**config.mk**
```make
export PLATFORM = sky130hd
export DESIGN_NAME = shift_rx_v_flat
export DESIGN_NICKNAME = d
export VERILOG_FILES = /design/src/rtl/shift_rx_v_if.sv /design/src/rtl/shift_rx_v.sv /design/src/flat_wrapper.sv
export SDC_FILE = /design/constraint.sdc
export NUM_CORES = 1
export LEC_CHECK = 0
export CORE_MARGIN = 8
export CORE_UTILIZATION = 54
export DETAILED_ROUTE_END_ITERATION = 16
export GPL_ROUTABILITY_DRIVEN = 0
export PLACE_DENSITY = 0.8
export SYNTH_ARGS = -nofsm -noshare
export SYNTH_HDL_FRONTEND = slang
export SYNTH_SLANG_ARGS = --single-unit
```
**constraint.sdc**
```tcl
create_clock -name clk -period 3.8 [get_ports clk]
set_input_delay 0.57 -clock clk [delete_from_list [all_inputs] [get_ports clk]]
set_output_delay 0.57 -clock clk [all_outputs]
set_load 0.02 [all_outputs]
```
**src/rtl/shift_rx_v_if.sv**
```systemverilog
// Bundles the serial line, its strobe and bit-order select with the
// received-word outputs of shift_rx_v.
interface shift_rx_v_if #(
  parameter int W = 4
) ();
  logic         en;
  logic         sin;
  logic         dir;
  logic [W-1:0] result;
  logic         valid;
  logic         perr;
  logic         ferr;
  logic         busy;

  modport master (
    output en, sin, dir,
    input  result, valid, perr, ferr, busy
  );

  modport slave (
    input  en, sin, dir,
    output result, valid, perr, ferr, busy
  );
endinterface

```
**src/rtl/shift_rx_v.sv**
```systemverilog
// Strobed serial frame receiver: start bit, W data bits (MSB or LSB first),
// optional even-parity bit, stop bit. Delivers the word with a one-cycle
// valid pulse, or a one-cycle framing-error pulse when the stop bit is low.
module shift_rx_v #(
  parameter int W      = 4,
  parameter bit PAR_EN = 1'b1
) (
  input  logic         clk,
  input  logic         rst,
  shift_rx_v_if.slave  bus
);

  localparam int CW = (W > 1) ? $clog2(W) : 1;

  typedef enum logic [1:0] {IDLE, DATA, PARITY, STOP} state_t;

  state_t          state;
  state_t          state_nxt;
  logic [CW-1:0]   cnt;
  logic [W-1:0]    shreg;
  logic            dir_lat;
  logic            par_bit;
  logic            last_bit;

  logic [W-1:0]    result_p1;
  logic            valid_p1;
  logic            perr_p1;
  logic            ferr_p1;

  // Even parity over data plus received parity bit; never flags without parity.
  function automatic logic parity_err(input logic [W-1:0] d, input logic p);
    return PAR_EN ? ((^d) ^ p) : 1'b0;
  endfunction

  assign last_bit = (cnt == CW'(W - 1));

  // State register; everything else only moves on strobed edges.
  always_ff @(posedge clk) begin
    if (rst) state <= IDLE;
    else     state <= state_nxt;
  end

  // Next-state decode; every transition is gated by the bit strobe.
  always_comb begin
    state_nxt = state;
    case (state)
      IDLE:    if (bus.en && !bus.sin) state_nxt = DATA;
      DATA:    if (bus.en && last_bit) state_nxt = PAR_EN ? PARITY : STOP;
      PARITY:  if (bus.en)             state_nxt = STOP;
      STOP:    if (bus.en)             state_nxt = IDLE;
      default:                         state_nxt = IDLE;
    endcase
  end

  // Shift register, bit counter and the registered result/flag stage.
  // Result and flags are registered, so they appear the cycle after the stop strobe.
  always_ff @(posedge clk) begin
    if (rst) begin
      cnt       <= '0;
      shreg     <= '0;
      dir_lat   <= 1'b0;
      par_bit   <= 1'b0;
      result_p1 <= '0;
      valid_p1  <= 1'b0;
      perr_p1   <= 1'b0;
      ferr_p1   <= 1'b0;
    end else begin
      valid_p1 <= 1'b0;
      ferr_p1  <= 1'b0;
      if (bus.en) begin
        case (state)
          IDLE: begin
            if (!bus.sin) begin
              dir_lat <= bus.dir;
              cnt     <= '0;
            end
          end
          DATA: begin
            if (dir_lat) shreg <= {bus.sin, shreg[W-1:1]};
            else         shreg <= {shreg[W-2:0], bus.sin};
            if (!last_bit) cnt <= cnt + 1'b1;
          end
          PARITY: par_bit <= bus.sin;
          STOP: begin
            if (bus.sin) begin
              result_p1 <= shreg;
              valid_p1  <= 1'b1;
              perr_p1   <= parity_err(shreg, par_bit);
            end else begin
              ferr_p1   <= 1'b1;
              perr_p1   <= 1'b0;
            end
          end
          default: ;
        endcase
      end
    end
  end

  assign bus.result = result_p1;
  assign bus.valid  = valid_p1;
  assign bus.perr   = perr_p1;
  assign bus.ferr   = ferr_p1;
  assign bus.busy   = (state != IDLE);

endmodule

```
**src/flat_wrapper.sv**
```systemverilog
// flat-port wrapper written by rule: the top's interface ports become plain ports
module shift_rx_v_flat 
#(
  parameter int W      = 4,
  parameter bit PAR_EN = 1'b1
)
  (clk, rst, bus_en, bus_sin, bus_dir, bus_result, bus_valid, bus_perr, bus_ferr, bus_busy);
  shift_rx_v_if #(.W(W)) bus_i ();
  input  logic clk;
  input  logic rst;
  input wire logic [$bits(bus_i.en)-1:0] bus_en;
  input wire logic [$bits(bus_i.sin)-1:0] bus_sin;
  input wire logic [$bits(bus_i.dir)-1:0] bus_dir;
  output wire logic [$bits(bus_i.result)-1:0] bus_result;
  output wire logic [$bits(bus_i.valid)-1:0] bus_valid;
  output wire logic [$bits(bus_i.perr)-1:0] bus_perr;
  output wire logic [$bits(bus_i.ferr)-1:0] bus_ferr;
  output wire logic [$bits(bus_i.busy)-1:0] bus_busy;
  assign bus_i.en = bus_en;
  assign bus_i.sin = bus_sin;
  assign bus_i.dir = bus_dir;
  assign bus_result = bus_i.result;
  assign bus_valid = bus_i.valid;
  assign bus_perr = bus_i.perr;
  assign bus_ferr = bus_i.ferr;
  assign bus_busy = bus_i.busy;
  shift_rx_v #(.W(W), .PAR_EN(PAR_EN)) u_core (.clk(clk), .rst(rst), .bus(bus_i));
endmodule
```
==> metrics.md, run 1 <==
| Metric | Value |
|---|---|
| Root buffer cell | clkbuf_4 |
| CP startpoint | u_core.state[0] |
| CP endpoint kind | output pin |
| Core Box Area | 1450 µm² |
| Power per cell area | 571 nW/µm² |
| Crit-path max cell delay | 0.60 ns |
| Clock Skew | 0.00714 ns |
| Clock buffer depth | 2 |
| Max-Slew Margin vs Limit | 0.598 |
| H-tree lvl count | 1 |
| RSZ-0062 raised after global routing | false |
| Die Y | 54.8 µm |
| Dominant synthesized flop cell | dfxtp_1 |
| R2R cell count | 5 |
| Leakage | 0.381 nW |
| Synth async-reset ratio | 0 |
| Final #Nets | 109 |
| R2R Setup Slk | 2.16 ns |
| Hpwl dp | 1120 µm |
| Crit-path cells | inv_1 > ha_1 > inv_1 > clkdlybuf4s50_1 |
| DRC | 0 |
| Final WL | 1470 µm |
| CTS tree | yes |
| CTS resizes | 0 |
| Final setup violation count | 0 |
| Max Cap Violations | 0 |
| Drt pass-1 iters | 4 |
| Top sig layer | met4 |
| Warnings from Yosys | 0 |
| Total vias in the final route | 606 |
| Worst EP required | 3.23 ns |
| Tcrit/Tclk final | 0.604 |
| Status | finished, final reports clean |
| Die area | 3000 µm² |
| Most used cell, CP | inv_1 |
| Critical path arrival | 1.72 ns |
| Share of cells above drive strength 1 | 0.0515 |
| RR Endpoint | u_core.state[1] |
| ANT cells | 0 |
| Slew @ Worst Pin | 0.602 ns |
| Post-Syn Nets | 98 |
| Initial antenna violation count | 0 |
| DR WL met2 | 724 µm |
| CTS buffer count | 3 |
| Tot Pwr | 0.000539 W |
| Clock-pin slew on the worst setup and hold paths | 0.09 ns |
| Metal-1 WL | 663 µm |
| Vias per cell | 5.36 |
| Max-slew violation count | 0 |
| Initial Util | 0.558 |
| Crit path kind | flip-flop to output pin |
| Hold worst-path end | u_core.par_bit |
| Row count | 14 |
| Synth Register Bits | 17 |
| DRT iter0 DRCs | 11 |
| DR WL met3 | 46 µm |
| Antenna Nets Post-Route | 0 |
| PortBufs | 12 |
| Post-CTS Setup Bufs | 0 |
| Gr ovfl total | 0 |
| RR Startpoint | u_core.state[0] |
| Mean Syn Cell Area | 9.32 µm² |
| WHS Path Cells | 2 |
| Clk Latency, worst-skew pair | 0.30 ns |
| Startpoint types | flip-flop |
| Hold WS | 0.473 ns |
| EDFF count, synth | 0 |
| Crit path max-delay family | buffers and inverters |
| Wire per inst | 13.0 µm |
| Fmax | 436 MHz |
| Largest net degree at the start of global routing | 18 |
| TNS Setup | 0 ns |
| WP buf/inv | 3 |
| Distinct cells, synth | 24 |
| Cell with the largest stage delay on the worst path | clkdlybuf4s50_1 |
| Synth Cell Area | 811 µm² |
| # fillers | 134 |
| Hold Crit Class | flip-flop to flip-flop |
| # IOs | 13 |
| VDD IR max | 0.449 mV |
| Final min period | 2.29 ns |
| Sink Count | 17 |
| Mapped Cells | 87 |
| Die width | 54.8 µm |
| Final Hold Fails | 0 |
| Post-CTS Hold Buffers | 0 |
| GRT Total Usage | 0.115 |
| Sequential area share after synthesis | 0.420 |
| Global-route wire length before repair | 2500 µm |
| Vias in the first global route | 572 |
| Hold path startpoint | u_core.par_bit |
| Critical-path maximum fanout | 4 |
| P&R area growth vs syn | 16.5% |
==> cell families after synthesis <==
family                     after synthesis  share of synthesized area
adders and majority gates                6                     0.0926
buffers and inverters                   11                     0.0648
AOI/OAI and AO/OA                       12                      0.108
and+or+nand+nor                         27                      0.148
muxes                                   10                      0.123
DFF                                     17                      0.420
xor gates and xnor gates                 4                     0.0432
==> metrics by stage <==
stage          instances  setup WS [ns]  utilization  area, µm²
2_1_floorplan         87           2.18            -        811
3_3_place_gp         109           1.60        0.631        917
3_5_place_dp         109           1.54        0.631        917
4_1_cts              113           1.49        0.650        945
5_1_grt              113           1.38        0.650        945
6_report             113           1.51        0.650        945
==> synthesized netlist by cell type (2+ instances only) <==
cell type	instances	area, µm²
mux2i_1	10	100
a211oi_1	5	37.5
dfxtp_1	17	340
inv_1	4	15.0
xnor2_1	4	35.0
clkbuf_1	4	15.0
a21oi_1	3	15.0
nor2_1	13	48.8
ha_1	6	75.1
nand2_1	6	22.5
nand3_1	2	10.0
==> layer usage <==
metal	GRT usage	vias to the layer above
li1	-	316
met1	0.129	277
met2	0.192	8
met3	0.0245	5
met4	0.0738	0
met5	0	-
==> placed cells by master (no fill, tap or decap) <==
| cell type | netlist | routed |
|---|---|---|
| dfxtp_1 | 17 | 17 |
| nor2_1 | 13 | 13 |
| clkdlybuf4s50_1 | 0 | 12 |
| mux2i_1 | 10 | 10 |
| nand2_1 | 6 | 6 |
| ha_1 | 6 | 6 |
| a211oi_1 | 5 | 5 |
| inv_1 | 4 | 4 |
| xnor2_1 | 4 | 4 |
| a21oi_1 | 3 | 3 |
| clkbuf_4 | 0 | 3 |
| nand3_1 | 2 | 2 |
| and2_1 | 1 | 1 |
| nand2b_1 | 1 | 1 |
| or2_1 | 1 | 1 |
| inv_2 | 1 | 1 |
| a222oi_1 | 1 | 1 |
| a22oi_1 | 1 | 1 |
| o211ai_1 | 1 | 1 |
| nand4_1 | 1 | 1 |
| nand4b_1 | 1 | 1 |
| a32o_1 | 1 | 1 |
| nor3_1 | 1 | 1 |
| clkinv_2 | 0 | 1 |
==> power by group <==
part	leakage (nW)	total (W)	switching (W)	internal, W
logic	0.225	0.000210	0.000112	0.0000980
registers	0.138	0.000233	0.0000300	0.000203
clock network	0.0177	0.0000963	0.0000571	0.0000392
==> registers in the layout (all words and copies together), names as in the netlist <==
signal	flops
u_core.bus.valid	1
u_core.dir_lat	1
u_core.shreg	4
u_core.cnt	2
u_core.state	2
u_core.bus.result	4
u_core.bus.perr	1
u_core.par_bit	1
u_core.bus.ferr	1
==> how the worst max path moves through the flow <==
stage                           end  slack, ns  cells after the start
floorplan           u_core.state[1]       2.18                      5
global placement    u_core.state[1]       1.60                      5
detailed placement  u_core.state[1]       1.54                      5
CTS                        bus_busy       1.49                      4
global route               bus_busy       1.38                      4
finish                     bus_busy       1.51                      4
==> worst register-to-register path, cell delays in order, from the launching register on <==
cell,delay [ns]
dfxtp_1,0.40
inv_1,0.10
ha_1,0.25
a222oi_1,0.49
mux2i_1,0.24
nor2_1,0.05
==> final cells by class <==
type / count / area, µm² / area share
inverters: 5 / 18.8 / 0.0199
clock inverters: 1 / 5.00 / 0.00530
multi-input cells: 59 / 418 / 0.442
well taps: 16 / 20.0 / 0.0212
clock buffers: 3 / 22.5 / 0.0238
repair buffers: 12 / 120 / 0.127
flip-flops and latches: 17 / 340 / 0.360
Note: power is estimated with default switching activity, not from simulation.
==> run 2, diff against run 1 <==
CORE_UTILIZATION = 45   (was 54)
PLACE_DENSITY = 0.72   (was 0.8)
clock period = 2 ns   (was 3.8 ns; I/O delays follow)
==> run 2 against run 1 <==
Clock power up 91%. Sequential share of layout area down 1.2 points. Total power grew 89%. Global-route usage shrank 1.5 points. Critical path depth did not move. Hold slack better by 0.0069 ns. Sequential cell count unchanged.
==> metrics.md, run 2 (synthesis gave the netlist of run 1 again) <==
| Metric | Value |
|---|---|
| Fmax | 566 MHz |
| Worst EP required | 1.70 ns (was 3.23 ns) |
| CTS resizes | 1 (was 0) |
| RR Startpoint | u_core.state[1] (was u_core.state[0]) |
| Tcrit/Tclk final | 0.883 |
| Largest net degree at the start of global routing | 12 (was 18) |
| Area of the multi-input gates | 418 µm² (unchanged) |
| Most used cell, CP | inv_1 (unchanged) |
| Max Cap Violations | 0 (unchanged) |
| Drt pass-1 iters | 4 (unchanged) |
| Critical-path maximum fanout | 5 (was 4) |
| Max-slew violation count | 0 (unchanged) |
| Clk Latency, worst-skew pair | 0.29 ns (was 0.30 ns) |
| R2R cell count | 5 (unchanged) |
| Hpwl dp | 1220 µm (was 1120 µm) |
| Die width | 58.4 µm (was 54.8 µm) |
| Hold Crit Class | flip-flop to flip-flop (unchanged) |
| Final #Nets | 112 (was 109) |
| CP startpoint | u_core.state[1] (was u_core.state[0]) |
| DRC | 0 (unchanged) |
| Clock Skew | 0.00408 ns (was 0.00714 ns) |
| Final Hold Fails | 0 (unchanged) |
| Sw Share | 0.370 (was 0.369) |
| Final min period | 1.77 ns |
| Final setup violation count | 0 (unchanged) |
| Crit path max-delay family | buffers and inverters (unchanged) |
| P&R area growth vs syn | 20.4% (was 16.5%) |
| CTS tree | yes (unchanged) |
| Wire per inst | 13.0 µm (about the same) |
| Die Y | 58.4 µm (was 54.8 µm) |
| Clock buffer depth | 2 (unchanged) |
| Status | finished, final reports clean (unchanged) |
| Slew @ Worst Pin | 0.518 ns (was 0.602 ns) |
| Power per cell area | 1040 nW/µm² (was 571 nW/µm²) |
| CTS buffer count | 3 (unchanged) |
| Non-filler instance count after layout | 125 (was 113) |
| Share of cells above drive strength 1 | 0.0700 (was 0.0515) |
| Initial antenna violation count | 0 (unchanged) |
| Most frequent cells in the layout | dfxtp_1, nor2_1, clkdlybuf4s50_1, mux2i_1 (unchanged) |
| Sequential Power Share | 0.435 (was 0.432) |
| # fillers | 157 (was 134) |
| Int Power | 0.000642 W (was 0.000340 W) |
| DRT iter0 DRCs | 18 (was 11) |
| Leakage | 0.395 nW (was 0.381 nW) |
| Root buffer cell | clkbuf_4 (unchanged) |
| Crit path kind | flip-flop to output pin (unchanged) |
| Critical path arrival | 1.47 ns (was 1.72 ns) |
| Initial Util | 0.475 (was 0.558) |
| Clock-pin slew on the worst setup and hold paths | 0.10 ns (was 0.09 ns) |
| Crit-path max cell delay | 0.41 ns (was 0.60 ns) |
| Vias in the first global route | 549 (was 572) |
| Row count | 15 (was 14) |
| PortBufs | 12 (unchanged) |
| Dpl cells | 121 (was 109) |
| Die area | 3420 µm² (was 3000 µm²) |
| Final WL | 1630 µm (was 1470 µm) |
| # IOs | 13 (unchanged) |
| Crit-path cells | inv_1 > ha_1 > inv_1 > dlygate4sd2_1 (was inv_1 > ha_1 > inv_1 > clkdlybuf4s50_1) |
| RSZ-0062 raised after global routing | false (unchanged) |
| H-tree lvl count | 1 (unchanged) |
| Core Box Area | 1710 µm² (was 1450 µm²) |
| Sink Count | 17 (unchanged) |
| GRT Total Usage | 0.100 (was 0.115) |
| Worst Setup EP | bus_busy (unchanged) |
| Global-route wire length before repair | 2650 µm (was 2500 µm) |
| R2R Setup Slk | 0.34 ns (was 2.16 ns) |
| Total vias in the final route | 625 (was 606) |
| Most common cell after layout, fill and taps aside | dfxtp_1 (unchanged) |
| Post-CTS Hold Buffers | 0 (unchanged) |
| Combinational share of power | 0.384 (was 0.389) |
| P_sw | 0.000377 W (was 0.000199 W) |
| Cell with the largest stage delay on the worst path | dfxtp_1 (was clkdlybuf4s50_1) |
| RR Endpoint | u_core.state[1] (unchanged) |
| Worst slack at placement | 0.0901 ns (was 1.54 ns) |
| VDD IR max | 0.622 mV (was 0.449 mV) |
| TNS Setup | 0 ns (unchanged) |
| ANT cells | 0 (unchanged) |
| Sequential Area | 340 µm² (unchanged) |
| Gr ovfl total | 0 (unchanged) |
| Post-CTS Setup Bufs | 0 (unchanged) |
| Crit. path cell count | 4 (unchanged) |
| WHS Path Cells | 2 (unchanged) |
| Startpoint types | flip-flop (unchanged) |
| WP buf/inv | 3 (unchanged) |
| Final setup margin | 0.234 ns (was 1.51 ns) |
| CP endpoint kind | output pin (unchanged) |
| Clock power frac | 0.181 (was 0.179) |
| Vias per cell | 5.00 (was 5.36) |
| Max-Slew Margin vs Limit | 0.655 (was 0.598) |
| Antenna Nets Post-Route | 0 (unchanged) |
## run 2: stage by stage
stage / utilization / total power [W] / hold slack [ns] / area, µm²
2_1_floorplan: - / 0.000751 / 0.436 / 811
3_3_place_gp: 0.557 / 0.000841 / 0.449 / 951
3_5_place_dp: 0.557 / 0.000855 / 0.467 / 951
4_1_cts: 0.571 / 0.00103 / 0.484 / 976
5_1_grt: 0.571 / 0.00110 / 0.514 / 976
6_report: 0.571 / 0.00102 / 0.480 / 976
## run 2: layout make-up
class                   instances  share of cell area
clock buffers                   4              0.0269
flip-flops and latches         17               0.349
repair buffers                 15               0.145
multi-input cells              59               0.428
well taps                      25              0.0321
inverters                       5              0.0192
## run 2: worst min-delay path by stage
stage | from | end | slack (ns)
6_report | u_core.par_bit | u_core.par_bit | 0.48
5_1_grt | u_core.cnt[0] | u_core.cnt[0] | 0.51
4_1_cts | u_core.par_bit | u_core.par_bit | 0.48
3_5_place_dp | u_core.cnt[0] | u_core.cnt[0] | 0.47
3_3_place_gp | u_core.cnt[1] | u_core.cnt[1] | 0.45
2_1_floorplan | u_core.cnt[1] | u_core.cnt[1] | 0.44
## run 2: metal layers
metal | up-vias | track usage | wire length [µm]
li1 | 320 | - | -
met1 | 285 | 0.117 | 758
met2 | 18 | 0.159 | 759
met3 | 2 | 0.0457 | 100
met4 | 0 | 0.0315 | 10
met5 | - | 0 | 0
## run 2: worst register-to-register path: cells and delay by family (launching register included)
kind                       cells  cell delay (ns)
DFF                            1             0.41
buffers and inverters          1             0.11
adders and majority gates      1             0.24
muxes                          1             0.24
and+or+nand+nor                1             0.05
AOI/OAI and AO/OA              1             0.51
## run 2: power by group through the flow
stage	Sequential, W	Combinational (W)	Clock (W)
after global routing	0.000451	0.000441	0.000207
after detailed placement	0.000450	0.000405	0
after global placement	0.000449	0.000392	0
after floorplan	0.000433	0.000318	0
final	0.000443	0.000392	0.000184
after CTS	0.000442	0.000396	0.000191
==> run 3, diff against run 2 <==
CTS_CLUSTER_DIAMETER = 120   (was unset)
CTS_CLUSTER_SIZE = 16   (was unset)
==> results of run 3 <==
Same layout as run 2: the final DEF is identical, and so are final timing and power.
